<file path="src/rtl/mtx_cp_initiator_pkg.sv">
// Shared types and constants for the matrix CP initiator.
package mtx_pkg;

   // Widest address/data the stored command can carry; top parameters must not exceed these.
   localparam int MTX_CP_ADDR_W = 32;
   localparam int MTX_CP_DATA_W = 32;

   // Read data returned with an aborted (timed-out) transaction.
   localparam logic [31:0] MTX_CP_TIMEOUT_RDATA = 32'hDEAD_BEEF;

   typedef struct packed {
      logic                     wr;
      logic [MTX_CP_ADDR_W-1:0] addr;
      logic [MTX_CP_DATA_W-1:0] wdata;
   } mtx_cp_cmd_t;

   typedef enum logic [1:0] {
      IDLE,
      REQ,
      RSP
   } mtx_cp_init_state_e;

endpackage

</file>
<file path="src/rtl/mtx_cp_initiator_if.sv">
// Host command/response channel plus CP request port of the initiator.
// master: the initiator block itself; slave: host + CP responder side.
interface mtx_cp_initiator_if #(
   parameter int ADDR_WIDTH = 32,
   parameter int DATA_WIDTH = 32
);
   logic                  i_cmd_vld;
   logic                  o_cmd_rdy;
   logic                  i_cmd_wr;
   logic [ADDR_WIDTH-1:0] i_cmd_addr;
   logic [DATA_WIDTH-1:0] i_cmd_wdata;
   logic                  o_rsp_vld;
   logic                  i_rsp_rdy;
   logic [DATA_WIDTH-1:0] o_rsp_rdata;
   logic                  o_rsp_err;
   logic                  o_cp_vld;
   logic                  o_cp_wr;
   logic [ADDR_WIDTH-1:0] o_cp_addr;
   logic [DATA_WIDTH-1:0] o_cp_wdata;
   logic                  i_cp_rdy;
   logic [DATA_WIDTH-1:0] i_cp_rdata;

   modport master (
      input  i_cmd_vld, i_cmd_wr, i_cmd_addr, i_cmd_wdata, i_rsp_rdy, i_cp_rdy, i_cp_rdata,
      output o_cmd_rdy, o_rsp_vld, o_rsp_rdata, o_rsp_err, o_cp_vld, o_cp_wr, o_cp_addr, o_cp_wdata
   );

   modport slave (
      output i_cmd_vld, i_cmd_wr, i_cmd_addr, i_cmd_wdata, i_rsp_rdy, i_cp_rdy, i_cp_rdata,
      input  o_cmd_rdy, o_rsp_vld, o_rsp_rdata, o_rsp_err, o_cp_vld, o_cp_wr, o_cp_addr, o_cp_wdata
   );

endinterface

</file>
<file path="src/rtl/mtx_cp_initiator_wdog.sv">
// mtx_cp_wdog: saturating wait counter for the CP request timeout.
// expired_o flags the cycle in which one more unanswered cycle reaches LIMIT,
// so the request is visible for exactly LIMIT cycles before the abort.
module mtx_cp_wdog #(
   parameter int LIMIT = 256
) (
   input  logic clk,
   input  logic rst,
   input  logic clr_i,
   input  logic en_i,
   output logic expired_o
);
   localparam int W = $clog2(LIMIT + 1);
   localparam logic [W-1:0] LAST = W'(LIMIT - 1);
   localparam logic [W-1:0] MAX  = W'(LIMIT);

   logic [W-1:0] cnt_q, cnt_d;

   // Clear has priority; count only while enabled and never wrap past LIMIT.
   always_comb begin
      cnt_d = cnt_q;
      if (clr_i)
         cnt_d = '0;
      else if (en_i && (cnt_q != MAX))
         cnt_d = cnt_q + 1'b1;
   end

   // Counter register.
   always_ff @(posedge clk or posedge rst) begin
      if (rst) cnt_q <= '0;
      else     cnt_q <= cnt_d;
   end

   assign expired_o = en_i && (cnt_q >= LAST);

endmodule

</file>
<file path="src/rtl/mtx_cp_initiator.sv">
// mtx_cp_initiator: one CP transaction per host command, completion on the
// response channel. Optional request timeout under MTX_CP_INITIATOR_TIMEOUT_EN.
module mtx_cp_initiator
   import mtx_pkg::*;
#(
   parameter int ADDR_WIDTH     = MTX_CP_ADDR_W,
   parameter int DATA_WIDTH     = MTX_CP_DATA_W,
   parameter int TIMEOUT_CYCLES = 256
) (
   input logic                sys_clk,
   input logic                sys_rst,
   mtx_cp_initiator_if.master bus
);

   mtx_cp_init_state_e    state_q, state_d;
   mtx_cp_cmd_t           cmd_q, cmd_d;
   logic [DATA_WIDTH-1:0] rdata_q, rdata_d;

`ifdef MTX_CP_INITIATOR_TIMEOUT_EN
   logic err_q, err_d;
   logic wd_expired;

   // Counter is held clear outside REQ, so it starts at zero on every entry.
   mtx_cp_wdog #(.LIMIT(TIMEOUT_CYCLES)) u_wdog (
      .clk       (sys_clk),
      .rst       (sys_rst),
      .clr_i     (state_q != REQ),
      .en_i      ((state_q == REQ) && !bus.i_cp_rdy),
      .expired_o (wd_expired)
   );
`else
   logic unused_timeout;
   assign unused_timeout = ^TIMEOUT_CYCLES;
`endif

   // Next-state and datapath capture; ack beats timeout in the same cycle.
   always_comb begin
      state_d = state_q;
      cmd_d   = cmd_q;
      rdata_d = rdata_q;
`ifdef MTX_CP_INITIATOR_TIMEOUT_EN
      err_d   = err_q;
`endif
      case (state_q)
         IDLE: if (bus.i_cmd_vld) begin
            cmd_d.wr    = bus.i_cmd_wr;
            cmd_d.addr  = MTX_CP_ADDR_W'(bus.i_cmd_addr);
            cmd_d.wdata = MTX_CP_DATA_W'(bus.i_cmd_wdata);
            state_d     = REQ;
         end
         REQ: if (bus.i_cp_rdy) begin
            rdata_d = cmd_q.wr ? '0 : bus.i_cp_rdata;
`ifdef MTX_CP_INITIATOR_TIMEOUT_EN
            err_d   = 1'b0;
`endif
            state_d = RSP;
         end
`ifdef MTX_CP_INITIATOR_TIMEOUT_EN
         else if (wd_expired) begin
            rdata_d = DATA_WIDTH'(MTX_CP_TIMEOUT_RDATA);
            err_d   = 1'b1;
            state_d = RSP;
         end
`endif
         RSP: if (bus.i_rsp_rdy) state_d = IDLE;
         default: state_d = IDLE;
      endcase
   end

   // State and captured fields; reset abandons any in-flight transaction.
   always_ff @(posedge sys_clk or posedge sys_rst) begin
      if (sys_rst) begin
         state_q <= IDLE;
         cmd_q   <= '0;
         rdata_q <= '0;
`ifdef MTX_CP_INITIATOR_TIMEOUT_EN
         err_q   <= 1'b0;
`endif
      end else begin
         state_q <= state_d;
         cmd_q   <= cmd_d;
         rdata_q <= rdata_d;
`ifdef MTX_CP_INITIATOR_TIMEOUT_EN
         err_q   <= err_d;
`endif
      end
   end

   assign bus.o_cmd_rdy   = (state_q == IDLE);
   assign bus.o_cp_vld    = (state_q == REQ);
   assign bus.o_cp_wr     = cmd_q.wr;
   assign bus.o_cp_addr   = ADDR_WIDTH'(cmd_q.addr);
   assign bus.o_cp_wdata  = DATA_WIDTH'(cmd_q.wdata);
   assign bus.o_rsp_vld   = (state_q == RSP);
   assign bus.o_rsp_rdata = rdata_q;
`ifdef MTX_CP_INITIATOR_TIMEOUT_EN
   assign bus.o_rsp_err   = err_q;
`else
   assign bus.o_rsp_err   = 1'b0;
`endif

endmodule

</file>
<file path="src/flat_wrapper.sv">
// flat-port wrapper written by rule: the top's interface ports become plain ports
module mtx_cp_initiator_flat import mtx_pkg::*;
#(
   parameter int ADDR_WIDTH     = MTX_CP_ADDR_W,
   parameter int DATA_WIDTH     = MTX_CP_DATA_W,
   parameter int TIMEOUT_CYCLES = 256
)
  (sys_clk, sys_rst, bus_i_cmd_vld, bus_i_cmd_wr, bus_i_cmd_addr, bus_i_cmd_wdata, bus_i_rsp_rdy, bus_i_cp_rdy, bus_i_cp_rdata, bus_o_cmd_rdy, bus_o_rsp_vld, bus_o_rsp_rdata, bus_o_rsp_err, bus_o_cp_vld, bus_o_cp_wr, bus_o_cp_addr, bus_o_cp_wdata);
  mtx_cp_initiator_if #(.ADDR_WIDTH(ADDR_WIDTH), .DATA_WIDTH(DATA_WIDTH)) bus_i ();
  input logic sys_clk;
  input logic sys_rst;
  input wire logic [$bits(bus_i.i_cmd_vld)-1:0] bus_i_cmd_vld;
  input wire logic [$bits(bus_i.i_cmd_wr)-1:0] bus_i_cmd_wr;
  input wire logic [$bits(bus_i.i_cmd_addr)-1:0] bus_i_cmd_addr;
  input wire logic [$bits(bus_i.i_cmd_wdata)-1:0] bus_i_cmd_wdata;
  input wire logic [$bits(bus_i.i_rsp_rdy)-1:0] bus_i_rsp_rdy;
  input wire logic [$bits(bus_i.i_cp_rdy)-1:0] bus_i_cp_rdy;
  input wire logic [$bits(bus_i.i_cp_rdata)-1:0] bus_i_cp_rdata;
  output wire logic [$bits(bus_i.o_cmd_rdy)-1:0] bus_o_cmd_rdy;
  output wire logic [$bits(bus_i.o_rsp_vld)-1:0] bus_o_rsp_vld;
  output wire logic [$bits(bus_i.o_rsp_rdata)-1:0] bus_o_rsp_rdata;
  output wire logic [$bits(bus_i.o_rsp_err)-1:0] bus_o_rsp_err;
  output wire logic [$bits(bus_i.o_cp_vld)-1:0] bus_o_cp_vld;
  output wire logic [$bits(bus_i.o_cp_wr)-1:0] bus_o_cp_wr;
  output wire logic [$bits(bus_i.o_cp_addr)-1:0] bus_o_cp_addr;
  output wire logic [$bits(bus_i.o_cp_wdata)-1:0] bus_o_cp_wdata;
  assign bus_i.i_cmd_vld = bus_i_cmd_vld;
  assign bus_i.i_cmd_wr = bus_i_cmd_wr;
  assign bus_i.i_cmd_addr = bus_i_cmd_addr;
  assign bus_i.i_cmd_wdata = bus_i_cmd_wdata;
  assign bus_i.i_rsp_rdy = bus_i_rsp_rdy;
  assign bus_i.i_cp_rdy = bus_i_cp_rdy;
  assign bus_i.i_cp_rdata = bus_i_cp_rdata;
  assign bus_o_cmd_rdy = bus_i.o_cmd_rdy;
  assign bus_o_rsp_vld = bus_i.o_rsp_vld;
  assign bus_o_rsp_rdata = bus_i.o_rsp_rdata;
  assign bus_o_rsp_err = bus_i.o_rsp_err;
  assign bus_o_cp_vld = bus_i.o_cp_vld;
  assign bus_o_cp_wr = bus_i.o_cp_wr;
  assign bus_o_cp_addr = bus_i.o_cp_addr;
  assign bus_o_cp_wdata = bus_i.o_cp_wdata;
  mtx_cp_initiator #(.ADDR_WIDTH(ADDR_WIDTH), .DATA_WIDTH(DATA_WIDTH), .TIMEOUT_CYCLES(TIMEOUT_CYCLES)) u_core (.sys_clk(sys_clk), .sys_rst(sys_rst), .bus(bus_i));
endmodule
</file>
<file path="config.mk">
export PLATFORM = sky130hd
export DESIGN_NAME = mtx_cp_initiator_flat
export DESIGN_NICKNAME = d
export VERILOG_FILES = /design/src/rtl/mtx_cp_initiator_pkg.sv /design/src/rtl/mtx_cp_initiator_if.sv /design/src/rtl/mtx_cp_initiator_wdog.sv /design/src/rtl/mtx_cp_initiator.sv /design/src/flat_wrapper.sv
export SDC_FILE = /design/constraint.sdc
export NUM_CORES = 1
export LEC_CHECK = 0
export ABC_AREA = 1
export CORE_MARGIN = 10
export CORE_UTILIZATION = 37
export DETAILED_ROUTE_END_ITERATION = 16
export PLACE_DENSITY = 0.82
export SLEW_MARGIN = 10
export SYNTH_ARGS = -nofsm -noshare
export SYNTH_HDL_FRONTEND = slang
export SYNTH_HIERARCHICAL = 1
export SYNTH_SLANG_ARGS = --single-unit
</file>
<file path="constraint.sdc">
create_clock -name sys_clk -period 3.1 [get_ports sys_clk]
set_clock_uncertainty 0.2 [all_clocks]
set_input_delay 0.31 -clock sys_clk [delete_from_list [all_inputs] [get_ports sys_clk]]
set_output_delay 0.31 -clock sys_clk [all_outputs]
set_load 0.01 [all_outputs]
</file>
==> reports/qor.yml, run 1 <==
clock_tree:
  postCtsResizedCells: 0
  clockRootBuffer: "clkbuf_16"
  cts_tree: "yes"
  htree_levels: 3
  cts.sinks: 99
  numCtsBuffers: 9
  worstSkewPairLatency_ps: 330
  hold_buffers: 0
  clkSlewWorstSetupHoldPaths_ps: 60
  post_cts_buffers: 0
  clockBufferDepth: 2
global_routing:
  grtUsageTotal: 0.166
  antenna_found_initial: 1
  grt_max_degree: 66
  overflow: 0
  grt_pass1_wl_um: 21700
  grt_pass1_vias: 4083
critical_path:
  path_max_fanout: 33
  cp-start-kind: "flop"
  path_class: "reg -> out"
  cp.arrival_ps: 1830
  cp_data_required_time_ps: 2590
  reg2reg_slack_ps: 1130
  r2r-start: "u_core/state_q[1]"
  reg2reg_depth: 5
  timing.rr.end: "u_core/bus.o_cp_addr[19]"
  end_kind: "primary output"
  crit_path_start: "u_core/state_q[0]"
placement:
  placed_cell_area_mm2: 0.00627
  dp.cells: 818
  port_buffers: 201
  place.gp.congestion: 0.871
  dp_hpwl_um: 10200
  dp_slack_ps: 1050
timing:
  worst_pin_slew_ps: 729
  worst_slack_ps: 757
  finalHoldViolations: 0
  rsz0062_at_grt: "no"
  drv_slew: 0
  period_minus_slack_ps: 2340
  setup_viol: 0
  totalNegativeSetupSlack_ps: 0
  finalCritPeriodShare: 0.756
  slew-limit-headroom: 0.512
  fmax_ghz: 0.427
pwr:
  clockPowerShare: 0.189
  combPwrFrac: 0.467
  p_per_area_mw_per_mm2: 971
  swShare: 0.359
  power_switching_mw: 2.30
  p_leak_nw: 3.31
  internal_power_mw: 4.10
  ir_worst_vdd_v: 0.000507
  pwr-share-seq: 0.344
cells_and_area:
  layout-drive-gt1-share: 0.0461
  n_fill_cell: 936
  layout.nets: 791
  regArea_mm2: 0.00248
  fin_util: 0.604
  layout.cells.non_filler: 835
  areaGrowthSynthToFinish_pct: 58.1
  final_cell_area_mm2: 0.00660
  multi_input_area_mm2: 0.00138
floorplanning:
  ioPinCount: 203
  row_count: 38
  coreArea_mm2: 0.0109
  die_x_um: 126
  initial_core_util: 0.382
  dieArea_mm2: 0.0159
  die_h_um: 126
yosys:
  synth_edf_count: 0
  synth_top_cell_area_share: 0.594
  ys_types: 13
  post_synth_instance_area_mm2: 0.00417
  postSynthAreaPerCell_um2: 8.30
  syn_inst: 503
  synth.most_common_cell: "nand2_1"
  ys_warn_count: 6
  synth_commonest_cells: "nand2_1, dfrtp_1, nand3_1"
  ys_ff_latch: 99
  synthArstFlopShare: 1.00
  synth_nets: 605
  ys.flop_type: "dfrtp_1"
  netlist_top_cells_area: "dfrtp_1, nand2_1, nand3_1"
  synth_top_area_cell: "dfrtp_1"
  ys_seq_area_frac: 0.594
routing:
  drtIter0Drc: 207
  vias: 3988
  routed_wl_um: 13400
  drtPass1Iterations: 5
  detail-route-antenna-nets: 0
  via_per_inst: 4.78
  routedWlPerCell_um: 16.1
  drc_errors: 0
min_path:
  hold_class: "in -> async"
run:
  cap_viol_max_count: 0
status:
  status: "completed"
[worst max-delay path, stage by stage, from the launching register on]
cell and delay, ps:
dfrtp_1 440, inv_2 60, nor2_2 80, buf_4 310, clkdlybuf4s50_1 600
[kinds of logic (layout without fill, tap and decap cells)]
family | count (synthesis) | after routing | share of synthesized area
compound gates | 2 | 2 | 0.00240
buf+inv | 72 | 263 | 0.0767
flops | 99 | 99 | 0.594
other cells | 1 | 2 | 0.000898
simple gates | 329 | 329 | 0.326
[stage by stage]
step	power, mW	hold WS [ps]
3_3_place_gp	5.17	252
5_1_grt	6.89	284
2_1_floorplan	3.57	217
6_report	6.41	244
4_1_cts	6.51	257
3_5_place_dp	5.27	258
[flip-flops by register name (all words and copies together) (netlist names)]
name / count
u_core/bus.o_cp_addr: 32
u_core/bus.o_cp_wdata: 32
u_core/bus.o_cp_wr: 1
u_core/bus.o_rsp_rdata: 32
u_core/state_q: 2
[power groups by stage]
| stage | combinational (mW) | sequential, mW | clock (mW) |
|---|---|---|---|
| 4_1_cts | 3.05 | 2.21 | 1.25 |
| 3_3_place_gp | 2.97 | 2.19 | 0 |
| 6_report | 2.99 | 2.20 | 1.21 |
| 2_1_floorplan | 1.10 | 2.47 | 0 |
| 3_5_place_dp | 3.04 | 2.22 | 0 |
| 5_1_grt | 3.30 | 2.28 | 1.30 |
[layout make-up]
type | instances | area share
Sequential cell | 99 | 0.375
Timing Repair Buffer | 211 | 0.317
Multi-Input combinational cell | 332 | 0.210
Clock buffer | 11 | 0.0383
Tap cell | 140 | 0.0265
Inverter | 36 | 0.0210
Clock inverter | 5 | 0.0114
Antenna cell | 1 | 0.000379
[placed cells by master (no fill, tap or decap)]
cell type / synthesis / layout
clkbuf_8: 0 / 2
buf_2: 16 / 1
nand2_1: 197 / 196
dfrtp_1: 99 / 99
nand2_2: 0 / 1
nor2_2: 2 / 1
diode_2: 0 / 1
nor2_4: 0 / 1
clkinv_2: 0 / 3
o21ai_0: 2 / 2
inv_1: 35 / 34
bufinv_16: 0 / 2
inv_2: 1 / 1
clkbuf_16: 0 / 9
conb_1: 1 / 1
clkdlybuf4s50_1: 0 / 200
nor2_1: 32 / 32
clkinvlp_4: 0 / 1
nand3_1: 98 / 98
buf_12: 0 / 1
buf_4: 8 / 9
[how the worst max path moves through the flow]
stage | end | slack (ps)
2_1_floorplan | u_core/bus.o_cp_addr[0] | 1410
3_3_place_gp | u_core/bus.o_cp_addr[7] | 1100
3_5_place_dp | u_core/bus.o_cp_addr[19] | 1050
4_1_cts | bus_o_cp_vld | 730
5_1_grt | bus_o_cp_vld | 620
6_report | bus_o_cp_vld | 760
[per-layer routing]
| layer | vias to the layer above | global-route usage | routed length [um] |
|---|---|---|---|
| met5 | - | 0 | 0 |
| met4 | 0 | 0.0549 | 229 |
| met3 | 16 | 0.0759 | 1450 |
| met2 | 186 | 0.268 | 6430 |
| met1 | 1858 | 0.192 | 5330 |
| li1 | 1928 | - | - |
No activity file was read; power rests on OpenSTA's default activity.
==> inputs of run 2 (changes only) <==
==> constraint.sdc (replaced) <==
create_clock -name sys_clk -period 2.09 [get_ports sys_clk]
set_clock_uncertainty 0.2 [all_clocks]
set_input_delay 0.209 -clock sys_clk [delete_from_list [all_inputs] [get_ports sys_clk]]
set_output_delay 0.209 -clock sys_clk [all_outputs]
set_load 0.01 [all_outputs]
==> reports/qor.yml, run 2 (synthesis results as in run 1) <==
cells_and_area:
  areaGrowthSynthToFinish_pct: 58.6
  antenna_cells: 0  # -1
  layout.nets: 794  # +0.38%
  layout-drive-gt1-share: 0.0502  # +0.00411
  layout.cells.non_filler: 837  # +0.24%
  layout_common_cells: "clkdlybuf4s50_1, nand2_1, dfrtp_1"
  n_fill_cell: 930  # -0.64%
  mostFrequentLayoutCell: "clkdlybuf4s50_1"
global_routing:
  grt_max_degree: 59  # -11%
  overflow: 0  # unchanged
  grtUsageTotal: 0.164  # -0.00255
  antenna_found_initial: 0  # -1
  grt_pass1_wl_um: 21300  # -1.8%
  grt_pass1_vias: 4091  # +0.20%
floorplanning:
  die_x_um: 126  # unchanged
  row_count: 38  # unchanged
  initial_core_util: 0.382  # unchanged
  coreArea_mm2: 0.0109  # unchanged
  ioPinCount: 203  # unchanged
  dieArea_mm2: 0.0159  # unchanged
  die_h_um: 126  # unchanged
placement:
  dp_hpwl_um: 10400  # +2.0%
  dp_slack_ps: 470  # -580 ps
  dp.cells: 821  # +0.37%
  place.gp.congestion: 0.848  # -2.7%
  port_buffers: 201  # unchanged
timing:
  worst_slack_ps: 128  # -629 ps
  finalCritPeriodShare: 0.939
  fmax_ghz: 0.510
  slew-limit-headroom: 0.662  # +0.150
  rsz0062_at_grt: "no"
  drv_slew: 0  # unchanged
  setup_viol: 0  # unchanged
  period_minus_slack_ps: 1960
  worst_pin_slew_ps: 507  # -222 ps
  whs_ps: 11.5  # -233 ps
  totalNegativeSetupSlack_ps: 0  # unchanged
  finalHoldViolations: 0  # unchanged
pwr:
  ir_worst_vdd_v: 0.000779  # +54%
  power.total_mw: 9.51  # +49%
  p_leak_nw: 3.33  # +0.34%
  p_per_area_mw_per_mm2: 1440  # +48%
routing:
  drtPass1Iterations: 4  # -1
  vias: 3965  # -0.58%
  detail-route-antenna-nets: 0  # unchanged
  routed_wl_um: 13500  # +0.36%
  drc_errors: 0  # unchanged
  via_per_inst: 4.74  # -0.81%
  drtIter0Drc: 254  # +23%
  routedWlPerCell_um: 16.1  # +0.12%
critical_path:
  cp-start-kind: "flop"
  cp_data_required_time_ps: 1680  # -910 ps
  path_class: "reg -> out"
  path_cells: "nor2_4, clkdlybuf4s50_1"
  cp_slowest_stage_delay_ps: 590  # about the same
  cp.arrival_ps: 1550  # -280 ps
  path_max_fanout: 5  # -85%
  cp_slowest_cell: "clkdlybuf4s50_1"
  end_kind: "primary output"
  reg2reg_slack_ps: 570  # -560 ps
clock_tree:
  clockBufferDepth: 2  # unchanged
  hold_buffers: 0  # unchanged
  postCtsResizedCells: 0  # unchanged
  post_cts_buffers: 0  # unchanged
  cts_tree: "yes"
  clkSlewWorstSetupHoldPaths_ps: 60  # about the same
  clockRootBuffer: "clkbuf_16"
  htree_levels: 3  # unchanged
  cts.sinks: 99  # unchanged
  worstSkewPairLatency_ps: 340  # about the same
  numCtsBuffers: 9  # unchanged
run:
  cap_viol_max_count: 0  # unchanged
status:
  status: "completed"
min_path:
  hold_class: "in -> reg"
## run 2: changes by cell type in the layout (fill, tap and decap cells not counted), sizes merged
cell    before  now
inv         35   36
diode        1    0
clkbuf      11   10
buf         11   14
## run 2: layout make-up
cell class | count | area (um^2) | share of cell area
tap | 140 | 175 | 0.0265
multi-input combinational | 332 | 1380 | 0.209
sequential | 99 | 2480 | 0.374
clock buffer | 10 | 239 | 0.0361
clock inverter | 6 | 87.6 | 0.0132
timing repair buffer | 214 | 2120 | 0.320
inverter | 36 | 139 | 0.0210
## run 2: power by group
part           internal [mW]  switching [mW]  total, mW  leakage [nW]
combinational           2.21            2.24       4.46          1.92
clock                   1.08           0.698       1.78         0.163
sequential              2.79           0.489       3.28          1.24
total                   6.08            3.43       9.51          3.33
## run 2: worst paths after layout
check | from | to | depth (start not counted)
worst max-delay path | u_core/state_q[1] | bus_o_cmd_rdy | 2
worst min-delay path | bus_i_cmd_vld | u_core/bus.o_cp_wdata[6] | 3
worst max register to register | u_core/state_q[1] | u_core/bus.o_cp_addr[4] | 4
worst min register to register | u_core/bus.o_cp_wdata[22] | u_core/bus.o_cp_wdata[22] | 2
max in group asynchronous | sys_rst | u_core/bus.o_cp_wdata[0] | 3
min in group asynchronous | sys_rst | u_core/bus.o_cp_wdata[3] | 3
## run 2: stage by stage
step | util | instance area (um^2)
3_5_place_dp | 0.575 | 6290
4_1_cts | 0.605 | 6620
5_1_grt | 0.605 | 6620
2_1_floorplan | - | 4180
3_3_place_gp | 0.575 | 6290
6_report | 0.605 | 6620
## run 2: per-layer routing
metal	routed length (um)	part of all wire	vias up	global-route usage
met5	0	0	-	0
li1	-	-	1933	-
met4	337	0.025	0	0.0710
met1	5110	0.38	1841	0.176
met3	1530	0.11	21	0.0780
met2	6510	0.48	170	0.270
## run 2: critical path, delay by kind of cell (launching register included)
family / cells / cell delay (ps)
buf+inv: 1 / 590
flops: 1 / 430
simple gates: 1 / 190
==> inputs of run 3 (changes only) <==
--- a/config.mk
+++ b/config.mk
@@ -15,3 +15,4 @@
 export SYNTH_HDL_FRONTEND = slang
 export SYNTH_HIERARCHICAL = 1
 export SYNTH_SLANG_ARGS = --single-unit
+export TNS_END_PERCENT = 5
==> results of run 3 <==
No change in the layout: final DEF, timing and power equal those of run 2.
